--- src/rtl/outport_rr_arbiter.sv ---
// Output-port arbiter for one NoC router outport: round-robin head-flit arbitration,
// head-to-tail wormhole lock and per-VC downstream credit tracking.
module outport_rr_arbiter #(
    parameter int unsigned PORTS_CNT     = 7,
    parameter int unsigned LOG_PORTS_CNT = 3,
    parameter int unsigned VC_CNT        = 2,
    parameter int unsigned LOG_VC        = 1,
    parameter int unsigned CREDIT_DEPTH  = 4
) (
    input  logic                        clk,
    input  logic                        rst_n,
    input  logic [PORTS_CNT-1:0]        req,
    input  logic [PORTS_CNT-1:0]        req_head,
    input  logic [PORTS_CNT-1:0]        req_tail,
    input  logic [PORTS_CNT*LOG_VC-1:0] req_vc,
    input  logic                        credit_in,
    input  logic [LOG_VC-1:0]           credit_vc,
    output logic [PORTS_CNT-1:0]        gnt,
    output logic [LOG_PORTS_CNT-1:0]    gnt_id,
    output logic                        gnt_valid,
    output logic                        fire,
    output logic                        credit_err
);

    localparam int unsigned CreditW = $clog2(CREDIT_DEPTH + 1);

    typedef enum logic [0:0] {StIdle, StBusy} state_e;

    state_e                           state_q, state_d;
    logic [LOG_PORTS_CNT-1:0]         rr_ptr_q, rr_ptr_d;
    logic [LOG_PORTS_CNT-1:0]         owner_q, owner_d;
    logic [LOG_VC-1:0]                owner_vc_q, owner_vc_d;
    logic                             credit_err_q, credit_err_d;
    logic [VC_CNT-1:0][CreditW-1:0]   credit_q;
    logic [VC_CNT-1:0]                credit_ovf;
    logic [PORTS_CNT-1:0][LOG_VC-1:0] req_vc_arr;
    logic [PORTS_CNT-1:0]             eligible;
    logic                             pick_valid;
    logic [LOG_PORTS_CNT-1:0]         pick_id;

    assign req_vc_arr = req_vc;

    // A port may win only with a head flit whose requested VC has downstream space.
    for (genvar g = 0; g < PORTS_CNT; g++) begin : g_elig
        assign eligible[g] = req[g] & req_head[g] & (credit_q[req_vc_arr[g]] != '0);
    end

    // Round-robin search starting just after the last packet's owner.
    always_comb begin : p_pick
        int unsigned idx;
        logic [LOG_PORTS_CNT-1:0] cand;
        pick_valid = 1'b0;
        pick_id    = '0;
        idx        = 0;
        cand       = '0;
        for (int unsigned k = 1; k <= PORTS_CNT; k++) begin
            idx  = (32'(rr_ptr_q) + k) % PORTS_CNT;
            cand = LOG_PORTS_CNT'(idx);
            if (!pick_valid && eligible[cand]) begin
                pick_valid = 1'b1;
                pick_id    = cand;
            end
        end
    end

    // Outputs come straight from the lock state; fire also needs the owner's flit and a credit.
    always_comb begin
        gnt_valid = (state_q == StBusy);
        gnt       = '0;
        gnt_id    = '0;
        if (gnt_valid) begin
            gnt[owner_q] = 1'b1;
            gnt_id       = owner_q;
        end
        fire       = gnt_valid & req[owner_q] & (credit_q[owner_vc_q] != '0);
        credit_err = credit_err_q;
    end

    // Lock FSM: arbitrate only in idle, release the lock when the tail flit transfers.
    always_comb begin
        state_d    = state_q;
        rr_ptr_d   = rr_ptr_q;
        owner_d    = owner_q;
        owner_vc_d = owner_vc_q;
        unique case (state_q)
            StIdle: begin
                if (pick_valid) begin
                    owner_d    = pick_id;
                    owner_vc_d = req_vc_arr[pick_id];
                    state_d    = StBusy;
                end
            end
            StBusy: begin
                if (fire && req_tail[owner_q]) begin
                    rr_ptr_d = owner_q;
                    state_d  = StIdle;
                end
            end
            default: state_d = StIdle;
        endcase
    end

    // Lock state and round-robin pointer registers.
    always_ff @(posedge clk or negedge rst_n) begin
        if (!rst_n) begin
            state_q    <= StIdle;
            rr_ptr_q   <= LOG_PORTS_CNT'(PORTS_CNT - 1);
            owner_q    <= '0;
            owner_vc_q <= '0;
        end else begin
            state_q    <= state_d;
            rr_ptr_q   <= rr_ptr_d;
            owner_q    <= owner_d;
            owner_vc_q <= owner_vc_d;
        end
    end

    // One credit counter per downstream VC; a return and a consume on the same VC cancel out.
    for (genvar g = 0; g < VC_CNT; g++) begin : g_credit
        logic               inc, dec;
        logic [CreditW-1:0] cnt_q, cnt_d;

        assign inc           = credit_in & (credit_vc == LOG_VC'(g));
        assign dec           = fire & (owner_vc_q == LOG_VC'(g));
        assign credit_ovf[g] = inc & ~dec & (cnt_q == CreditW'(CREDIT_DEPTH));
        assign credit_q[g]   = cnt_q;

        // Saturate on overflow so a spurious return cannot inflate the count.
        always_comb begin
            cnt_d = cnt_q;
            if (inc && !dec && !credit_ovf[g]) begin
                cnt_d = cnt_q + CreditW'(1);
            end else if (dec && !inc) begin
                cnt_d = cnt_q - CreditW'(1);
            end
        end

        // Credit counter register.
        always_ff @(posedge clk or negedge rst_n) begin
            if (!rst_n) begin
                cnt_q <= CreditW'(CREDIT_DEPTH);
            end else begin
                cnt_q <= cnt_d;
            end
        end
    end

    // Overflow flag is sticky until reset.
    assign credit_err_d = credit_err_q | (|credit_ovf);

    // Sticky error register.
    always_ff @(posedge clk or negedge rst_n) begin
        if (!rst_n) begin
            credit_err_q <= 1'b0;
        end else begin
            credit_err_q <= credit_err_d;
        end
    end

endmodule

--- config.mk ---
export PLATFORM = sky130hd
export DESIGN_NAME = outport_rr_arbiter
export DESIGN_NICKNAME = d
export VERILOG_FILES = /design/src/rtl/outport_rr_arbiter.sv
export SDC_FILE = /design/constraint.sdc
export NUM_CORES = 1
export LEC_CHECK = 0
export CORE_ASPECT_RATIO = 1.2
export CORE_UTILIZATION = 25
export DETAILED_ROUTE_END_ITERATION = 8
export GPL_TIMING_DRIVEN = 0
export SETUP_SLACK_MARGIN = 0.2
export SYNTH_ARGS = -nofsm -noshare
export SYNTH_HDL_FRONTEND = slang
export SYNTH_SLANG_ARGS = --single-unit
--- constraint.sdc ---
create_clock -name clk -period 10.1 [get_ports clk]
set_input_delay 1.515 -clock clk [delete_from_list [all_inputs] [get_ports clk]]
set_output_delay 1.515 -clock clk [all_outputs]
set_load 0.02 [all_outputs]
# Word level (Yosys, flattened, before mapping)
# Cells that the tools add are included.
[word_totals] ff_bits=15 input_bits=32 out_inout_bits=13
[classes] add_sub_neg=11 div_mod_pow=7 n_lt_le_gt_ge=18 n_eq_ne=2 mux=61 bitwise_logic=30 reduce_logical=39
[op_table] cell="modulo 32 x 3 -> 32 bit (second input constant)" count=7
[op_table] cell="2-to-1 mux 3 bit" count=28
[op_table] cell="less-than comparator 3 x 4 -> 1 bit (second input constant)" count=9
[op_table] cell="binary-select mux 1 bit (select 3 bit)" count=10
[op_table] cell="bitwise AND 1 bit" count=24
[op_table] cell="nonzero test 3 bit" count=8
[op_table] cell="2-to-1 mux 1 bit" count=20
[op_table] cell="adder 3 x 3 -> 4 bit (second input constant)" count=4
[op_table] cell="less-than comparator 1 x 2 -> 1 bit (second input constant)" count=8
[op_table] cell="logical AND 1 bit" count=14
[op_table] cell="zero test 1 bit" count=12
[op_table] cell="adder 3 x 2 -> 4 bit (second input constant)" count=2
[op_table] cell="2-to-1 mux 7 bit" count=1
[op_table] cell="adder 3 x 1 -> 3 bit (second input constant)" count=2
[op_table] cell="equality test 3 bit (second input constant)" count=2
[op_table] cell="subtractor 3 x 1 -> 3 bit (second input constant)" count=2
[op_table] cell="inverter 1 bit" count=5
[op_table] cell="adder 3 x 1 -> 4 bit (second input constant)" count=1
[op_table] cell="AND reduction 2 bit" count=2
[op_table] cell="nonzero test 2 bit" count=2
[op_table] cell="demux 1 bit (select 3 bit)" count=1
[op_table] cell=">= comparator 3 x 1 -> 1 bit (second input constant)" count=1
[op_table] cell="one-hot mux 1 bit (2 select lines)" count=1
[op_table] cell="OR reduction 2 bit" count=1
[op_table] cell="OR 1 bit" count=1

# Depth between registers and ports, before layout
# Gate-level depths: netlist of the first run.
[logic_depth] depth_word=27 mapped_depth=26

# Worst setup path before layout of the first run
# Ideal clock, no wire load.
[synth_path] path_kind="reg-to-reg" startpoint="register rr_ptr_q[0]" endpoint="register owner_vc_q" setup_ps=123 arrival_ps=6426 required_ps=9977 setup_slack_ps=3551 path_stages_with_launch=27 period_less_slack_ps=6549 path_cell_list="dfrtp_1 > buf_2 > buf_1 > clkbuf_1 > buf_1 > inv_1 > ha_1 > clkbuf_1 > clkinv_1 > ha_1 > ha_1 > a31oi_1 > xnor2_1 > ha_1 > inv_1 > o221a_2 > a31oi_2 > mux2i_1 > mux2i_1 > nor2b_1 > or4b_4 > buf_6 > a311o_1 > a22oi_4 > mux2_2 > a221o_1 > o221a_2"
[synth_between] elab_chain_cells=25 word_cells_on_any_way=57
[synth_rtl] element="start, declared" line="30" rtl="logic [LOG_PORTS_CNT-1:0] rr_ptr_q, rr_ptr_d;"
[synth_rtl] element="start signal, assigned" line="107" rtl="rr_ptr_q <= LOG_PORTS_CNT'(PORTS_CNT - 1);"
[synth_rtl] element="start signal, assigned" line="112" rtl="rr_ptr_q <= rr_ptr_d;"
[synth_rtl] element="adder 3 x 1 -> 4 bit" line="57" rtl="idx = (32'(rr_ptr_q) + k) % PORTS_CNT;"
[synth_rtl] element="modulo 32 x 3 -> 32 bit" line="57"
[synth_rtl] element="binary-select mux 1 bit (select 3 bit)" line="59" rtl="if (!pick_valid && eligible[cand]) begin"
[synth_rtl] element="2-to-1 mux 1 bit (implied by the code)" line="59"
[synth_rtl] element="2-to-1 mux 1 bit" line="59"
[synth_rtl] element="zero test 1 bit" line="59"
[synth_rtl] element="logical AND 1 bit" line="59"
[synth_rtl] element="2-to-1 mux 1 bit" line="59"
[synth_rtl] element="(+9 left out)"
[synth_rtl] element="zero test 1 bit" line="59"
[synth_rtl] element="logical AND 1 bit" line="59"
[synth_rtl] element="2-to-1 mux 1 bit" line="59"
[synth_rtl] element="zero test 1 bit" line="59"
[synth_rtl] element="logical AND 1 bit" line="59"
[synth_rtl] element="2-to-1 mux 3 bit" line="59"
[synth_rtl] element="binary-select mux 1 bit (select 3 bit)" line="89" rtl="owner_vc_d = req_vc_arr[pick_id];"
[synth_rtl] element="2-to-1 mux 1 bit (implied by the code)" line="89"
[synth_rtl] element="end signal, assigned" line="114" rtl="owner_vc_q <= owner_vc_d;"
[synth_rtl] element="end, declared" line="32" rtl="logic [LOG_VC-1:0] owner_vc_q, owner_vc_d;"
# Several ways; a longest one is shown, not always the timed one. The select of a mux whose other input is x is not followed.
# A chain may end at the register's enable or synchronous reset.

# Final worst setup path of the first run
# Ends and elaborated chain as after synthesis.

==> results.md, run 1 <==
- Top cell type's share of synthesized area: 9.01%
- Initial DRT Pass Iterations: 6
- Final GP Congestion: 0.882
- Slowest stage delay, CP: 0.59 ns
- Synth cell types: 89
- Fmax: 124 MHz
- Number of max-cap violations: 0
- Synth top area cells: ha_1, dfrtp_1, mux2i_1, nand2_1, mux2_2
- Root Driver: clkbuf_16
- Area grow syn2layout: 20.4%
- Clock slew at reported path FFs: 0.06 ns
- Die footprint: 14900 µm²
- Sink Count: 15
- Post-Syn Instances: 464
- Fillers: 1475
- Hpwl dp: 9.66 mm
- DR vias/cell: 5.82
- DRT iter0 DRCs: 298
- Slew margin rel.: 5.50%
- Fin. Hold Viols: 0
- Setup bufs post-CTS: 0
- RSZ-0062 raised after global routing: no
- Top delay family on crit path: buffers and inverters
- Tcrit/Tclk final: 80.0%
- Status: completed
- Avg Inst Size Synth: 7.78 µm²
- DRC Markers: 0
- Synthesized flop and latch total: 15
- Req. time, crit path: 10.24 ns
- Crit end category: flip-flop
- Clock Skew: 0.00529 ns
- Share of cells above drive strength 1: 10.4%
- TritonCTS clock tree: done
- Worst Tran Pin Value: 1.41 ns
- Min Tclk post-route: 8.08 ns
- Chip height: 134 µm
- Final Max Tran Viols: 0
- IO Pins: 45
- Routed WL: 12.1 mm
- Largest net degree at the start of global routing: 16
- Asr flop ratio synth: 100%
- Worst min path class: flip-flop to flip-flop
- Type of origin of the critical path: flip-flop
- Crit Path Max Fanout: 10
- Max Root-Sink Buffers: 2
- Commonest non-fill, non-tap cell in the layout: nand2_1
- H-tree depth: 1
- WP data arrival: 8.21 ns
- Syn_nets: 524
- Antenna-violating nets left: 0
- DIE WIDTH: 112 µm
- Vias in the first global route: 3835
- Post-cts hold buffer count: 0
- Number of flops mapped to enable cells by yosys: 0
- Starting Density: 25.9%
- Initial antenna violation count: 0
- CTS Buf Count: 3
- Routed WL per cell: 17.7 µm
- Min Hold Slack: 0.495 ns
- Port bufs: 44
- Critical path class: flip-flop to flip-flop
- First-pass GRT wire length: 19.3 mm
- Mapped Area: 3610 µm²
- Nets: 573
- CP most frequent cell: ha_1
- Fin Setup TNS: 0 ns
- Gr usage total: 15.7%
- Warning count from the yosys run: 0
- CP bufs+invs: 9
- Remaining global-route overflow: 0
- Final Core Density: 31.2%
- Slowest CP cell: dfrtp_1
- Vias: 3975
- Num rows: 47
- Worst-skew pair later-pin latency: 0.25 ns
- CTS resizes: 0
- Inserted Diodes: 0
- Sequential fraction of the synthesis area: 10.5%
- # setup viols final: 0
- Total core area: 13900 µm²
- Post-synth top flop: dfrtp_1
- Most frequent cells in the layout: nand2_1, clkdlybuf4s50_1, nor2_1
- Synth area leader: ha_1
routing by layer:
metal	part of all wire [%]	vias to the layer above	GRT usage, %
li1	-	1888	-
met1	42	1910	18.5
met2	50	144	28.7
met3	4.0	33	1.36
met4	4.1	0	7.36
met5	0	-	0
per-stage QoR:
| stage | instances | area (µm²) | worst slack, ns |
|---|---|---|---|
| after floorplan | 464 | 3610 | 3.55 |
| after global placement | 679 | 4270 | 2.19 |
| after detailed placement | 679 | 4270 | 2.01 |
| after CTS | 683 | 4350 | 1.99 |
| after global routing | 683 | 4350 | 1.48 |
| final | 683 | 4350 | 2.02 |
logic make-up after synthesis:
family | share of synthesized area, %
adder cells (fa/ha/maj) | 10.1
multiplexers | 13.2
flip-flops | 10.5
AND/OR/NAND/NOR | 24.5
AO/OA/AOI/OAI | 30.7
buffers and inverters | 5.34
XOR/XNOR | 5.58
worst min-delay path, cell delays in order, from the launching register on:
cell and delay (ns):
dfrtp_1 0.35, a31oi_1 0.05, o21ai_0 0.06
synth_stat cells (4+ instances only):
library cell  number
a211oi_1          14
nand4_1            8
inv_1             21
nand3_1           10
nor2_1            29
a21oi_1           20
o21ai_0           20
o211ai_1           7
mux2_2            11
a31oi_1           10
xor2_1             5
and2_1             8
a211o_1            7
nand2_1           49
nor3_1            11
buf_1              5
ha_1              26
nor3b_1            4
clkbuf_1          10
nor2b_1            5
dfrtp_1           11
dfstp_2            4
nor4_1            15
mux2i_1           27
xnor2_1           13
a2111oi_0          4
o22ai_1            6
or3_1              4
nand2b_1           6
o22a_1             5
registers in the layout, summed over array words and instances, names as in the netlist:
name	count
credit_err	1
owner_vc_q	1
gnt_valid	1
owner_q	3
g_credit.cnt_q	6
rr_ptr_q	3
final timing paths:
check                            start                   end  slack (ns)  depth (start not counted)
setup / recovery           rr_ptr_q[0]            owner_vc_q        2.02                         26
hold / removal              credit_err            credit_err        0.50                          2
setup reg to reg           rr_ptr_q[0]            owner_vc_q        2.02                         26
hold reg to reg             credit_err            credit_err        0.50                          2
max in group asynchronous        rst_n            owner_q[0]        7.91                          1
min in group asynchronous        rst_n  g_credit[0].cnt_q[1]        1.71                          1
area by class of cell:
cell class	instances	area [µm²]	share of cell area, %
Multi-Input combinational cell	404	3040	69.9
Inverter	25	96.3	2.22
Clock buffer	3	75.1	1.73
Tap cell	171	214	4.92
Sequential cell	15	380	8.75
Timing Repair Buffer	44	440	10.1
Clock inverter	1	7.51	0.173
Buffer	20	96.3	2.22
Power of run 1 is not shown: default switching activity piles up to over one toggle a cycle in this logic, so the estimate is an artifact.
==> run 2, diff against run 1 <==
==> constraint.sdc (replaced) <==
create_clock -name clk -period 7.2 [get_ports clk]
set_input_delay 1.08 -clock clk [delete_from_list [all_inputs] [get_ports clk]]
set_output_delay 1.08 -clock clk [all_outputs]
set_load 0.02 [all_outputs]
==> run 2 against run 1 <==
  * Critical path depth down 3
  * Utilization grew 0.52 points
  * Non-clock buffer count is 2 higher
  * Register-to-register slack worse by 1.4 ns
  * Clock skew about the same
  * Routed wire length is essentially flat
  * Via count up 0.40%
  * Sequential cell count did not move
  * First-iteration DRC count shrank 9.7%
  * Sequential share of layout area fell by 0.12 points
  * Critical path type unchanged
  * Critical endpoint unchanged
==> results.md, run 2 (synthesis gave the netlist of run 1 again) <==
- Status: completed
- Initial DRT Pass Iterations: 5 (-1)
- Largest net degree at the start of global routing: 16 (unchanged)
- Nets: 575 (+0.35%)
- WP data arrival: 6.71 ns (-1.50 ns)
- Max reg flops: 6 (unchanged)
- Worst Tran Pin Value: 1.43 ns (+0.0226 ns)
- Crit Path Max Fanout: 10 (unchanged)
- Design area: 4420 µm² (+1.7%)
- Max Root-Sink Buffers: 2 (unchanged)
- Fin. Hold Viols: 0 (unchanged)
- Top reg by flops: g_credit.cnt_q
- Final Max Tran Viols: 0 (unchanged)
- Worst-skew pair later-pin latency: 0.25 ns (about the same)
- DR vias/cell: 5.83 (+0.11%)
- Inserted Diodes: 0 (unchanged)
- TritonCTS clock tree: done
- DRC Markers: 0 (unchanged)
- Slowest CP cell: a2111oi_2
- Req. time, crit path: 7.34 ns (-2.90 ns)
- Slew margin rel.: 3.98% (-1.5 points)
- Biggest regs: g_credit.cnt_q (6), owner_q (3), rr_ptr_q (3)
- Commonest non-fill, non-tap cell in the layout: nand2_1
- Final GP Congestion: 0.882 (unchanged)
- Min Hold Slack: 0.498 ns (+0.00305 ns)
- Top delay family on crit path: compound AO/OA/AOI/OAI gates
- Remaining global-route overflow: 0 (unchanged)
- H-tree depth: 1 (unchanged)
- Clock Skew: 0.00521 ns (-0.0000761 ns)
- Number of max-cap violations: 0 (unchanged)
- CP most frequent cell: clkbuf_4
- Num rows: 47 (unchanged)
- Area grow syn2layout: 22.5%
- Antenna-violating nets left: 0 (unchanged)
- DIE WIDTH: 112 µm (unchanged)
- Placed Area: 4270 µm² (unchanged)
- Crit end category: flip-flop
- Routed WL per cell: 17.6 µm (-0.33%)
- # setup viols final: 0 (unchanged)
- Worst min path class: flip-flop to flip-flop
- DRT iter0 DRCs: 269 (-9.7%)
- Initial antenna violation count: 0 (unchanged)
- Min Tclk post-route: 6.57 ns (-1.50 ns)
- RSZ-0062 raised after global routing: no
- Clock slew at reported path FFs: 0.06 ns (about the same)
- Fillers: 1470 (-0.34%)
- Multi-input gate area: 3080 µm² (+1.2%)
- Total core area: 13900 µm² (unchanged)
- Gr usage total: 15.8% (+0.019 points)
- Vias in the first global route: 3837 (+0.052%)
- Flip-flop and latch area: 382 µm² (+0.33%)
- Sink Count: 15 (unchanged)
- First-pass GRT wire length: 19.3 mm (+0.11%)
- Root Driver: clkbuf_16
- Slowest stage delay, CP: 0.63 ns (+0.04 ns)
- Share of cells above drive strength 1: 12.8% (+2.5 points)
- CTS Buf Count: 3 (unchanged)
- Critical path class: flip-flop to flip-flop
- Die footprint: 14900 µm² (unchanged)
- Type of origin of the critical path: flip-flop
- CP bufs+invs: 6 (-3)
- Tcrit/Tclk final: 91.3% (+11 points)
- Port bufs: 44 (unchanged)
- Chip height: 134 µm (unchanged)
- Fmax: 152 MHz (+23%)
- Vias: 3991 (+0.40%)
- Most frequent cells in the layout: nand2_1, clkdlybuf4s50_1, nor2_1
- Routed WL: 12.1 mm (about the same)
- Hpwl dp: 9.66 mm (unchanged)
- IO Pins: 45 (unchanged)
- CP Cell Sequence: clkbuf_4 -> clkbuf_4 -> clkbuf_4 -> clkbuf_4 -> inv_1 -> ha_1 -> a21o_1 -> a21oi_1 -> nor2_1 -> ha_1 -> ha_1 -> and4b_1 -> a2111oi_2 -> mux2i_1 -> a32oi_1 -> a211oi_1 -> or4b_4 -> buf_6 -> a311o_1 -> a22oi_4 -> mux2_2 -> a221o_1 -> o221a_2
- Starting Density: 25.9% (unchanged)
## run 2: repair_timing
item	CTS	global route
endpoints found under the setup margin	5	1
hold buffers	0	0
buffers inserted	0	2
resized for setup	11	9
hold endpoints to repair	0	0
## run 2: area by class of cell
| type | count | share of cell area [%] |
|---|---|---|
| sequential | 15 | 8.63 |
| timing repair buffer | 46 | 10.3 |
| inverter | 25 | 2.21 |
| buffer | 20 | 2.57 |
| clock buffer | 3 | 1.70 |
| clock inverter | 1 | 0.170 |
| multi-input combinational | 404 | 69.6 |
| tap | 171 | 4.84 |
## run 2: path summary, 6_finish.rpt
| kind | from | to | slack (ns) | depth (start not counted) |
|---|---|---|---|---|
| worst max-delay path | rr_ptr_q[0] | owner_vc_q | 0.63 | 23 |
| worst min-delay path | credit_err | credit_err | 0.50 | 2 |
| worst max register to register | rr_ptr_q[0] | owner_vc_q | 0.63 | 23 |
| worst min register to register | credit_err | credit_err | 0.50 | 2 |
| max in group asynchronous | rst_n | rr_ptr_q[0] | 5.40 | 1 |
| min in group asynchronous | rst_n | g_credit[0].cnt_q[1] | 1.28 | 1 |
## run 2: metrics by stage
step	TNS (ns)	cells	setup WS, ns	utilization, %
floorplan	0	464	0.651	-
global placement	-1.14	679	-0.715	30.6
detailed placement	-2.08	679	-0.892	30.6
CTS	0	683	0.215	31.4
global route	0	685	0.290	31.7
finish	0	685	0.629	31.7
## run 2: worst register-to-register path, delay by kind of cell, from the launching register on
family / cells / cell delay (ns)
multiplexers: 2 / 0.64
AND/OR/NAND/NOR: 3 / 0.84
flip-flops: 1 / 0.41
AO/OA/AOI/OAI: 9 / 2.69
buffers and inverters: 6 / 1.19
adder cells (fa/ha/maj): 3 / 0.68
## run 2: metal layers
layer / part of all wire, % / routed length (µm) / GRT usage [%]
met1: 42 / 5080 / 18.6
met2: 50 / 6030 / 28.7
met3: 4.1 / 495 / 1.36
met4: 3.9 / 472 / 7.36
met5: 0 / 0 / 0
Power of run 2 is left out for the same reason.
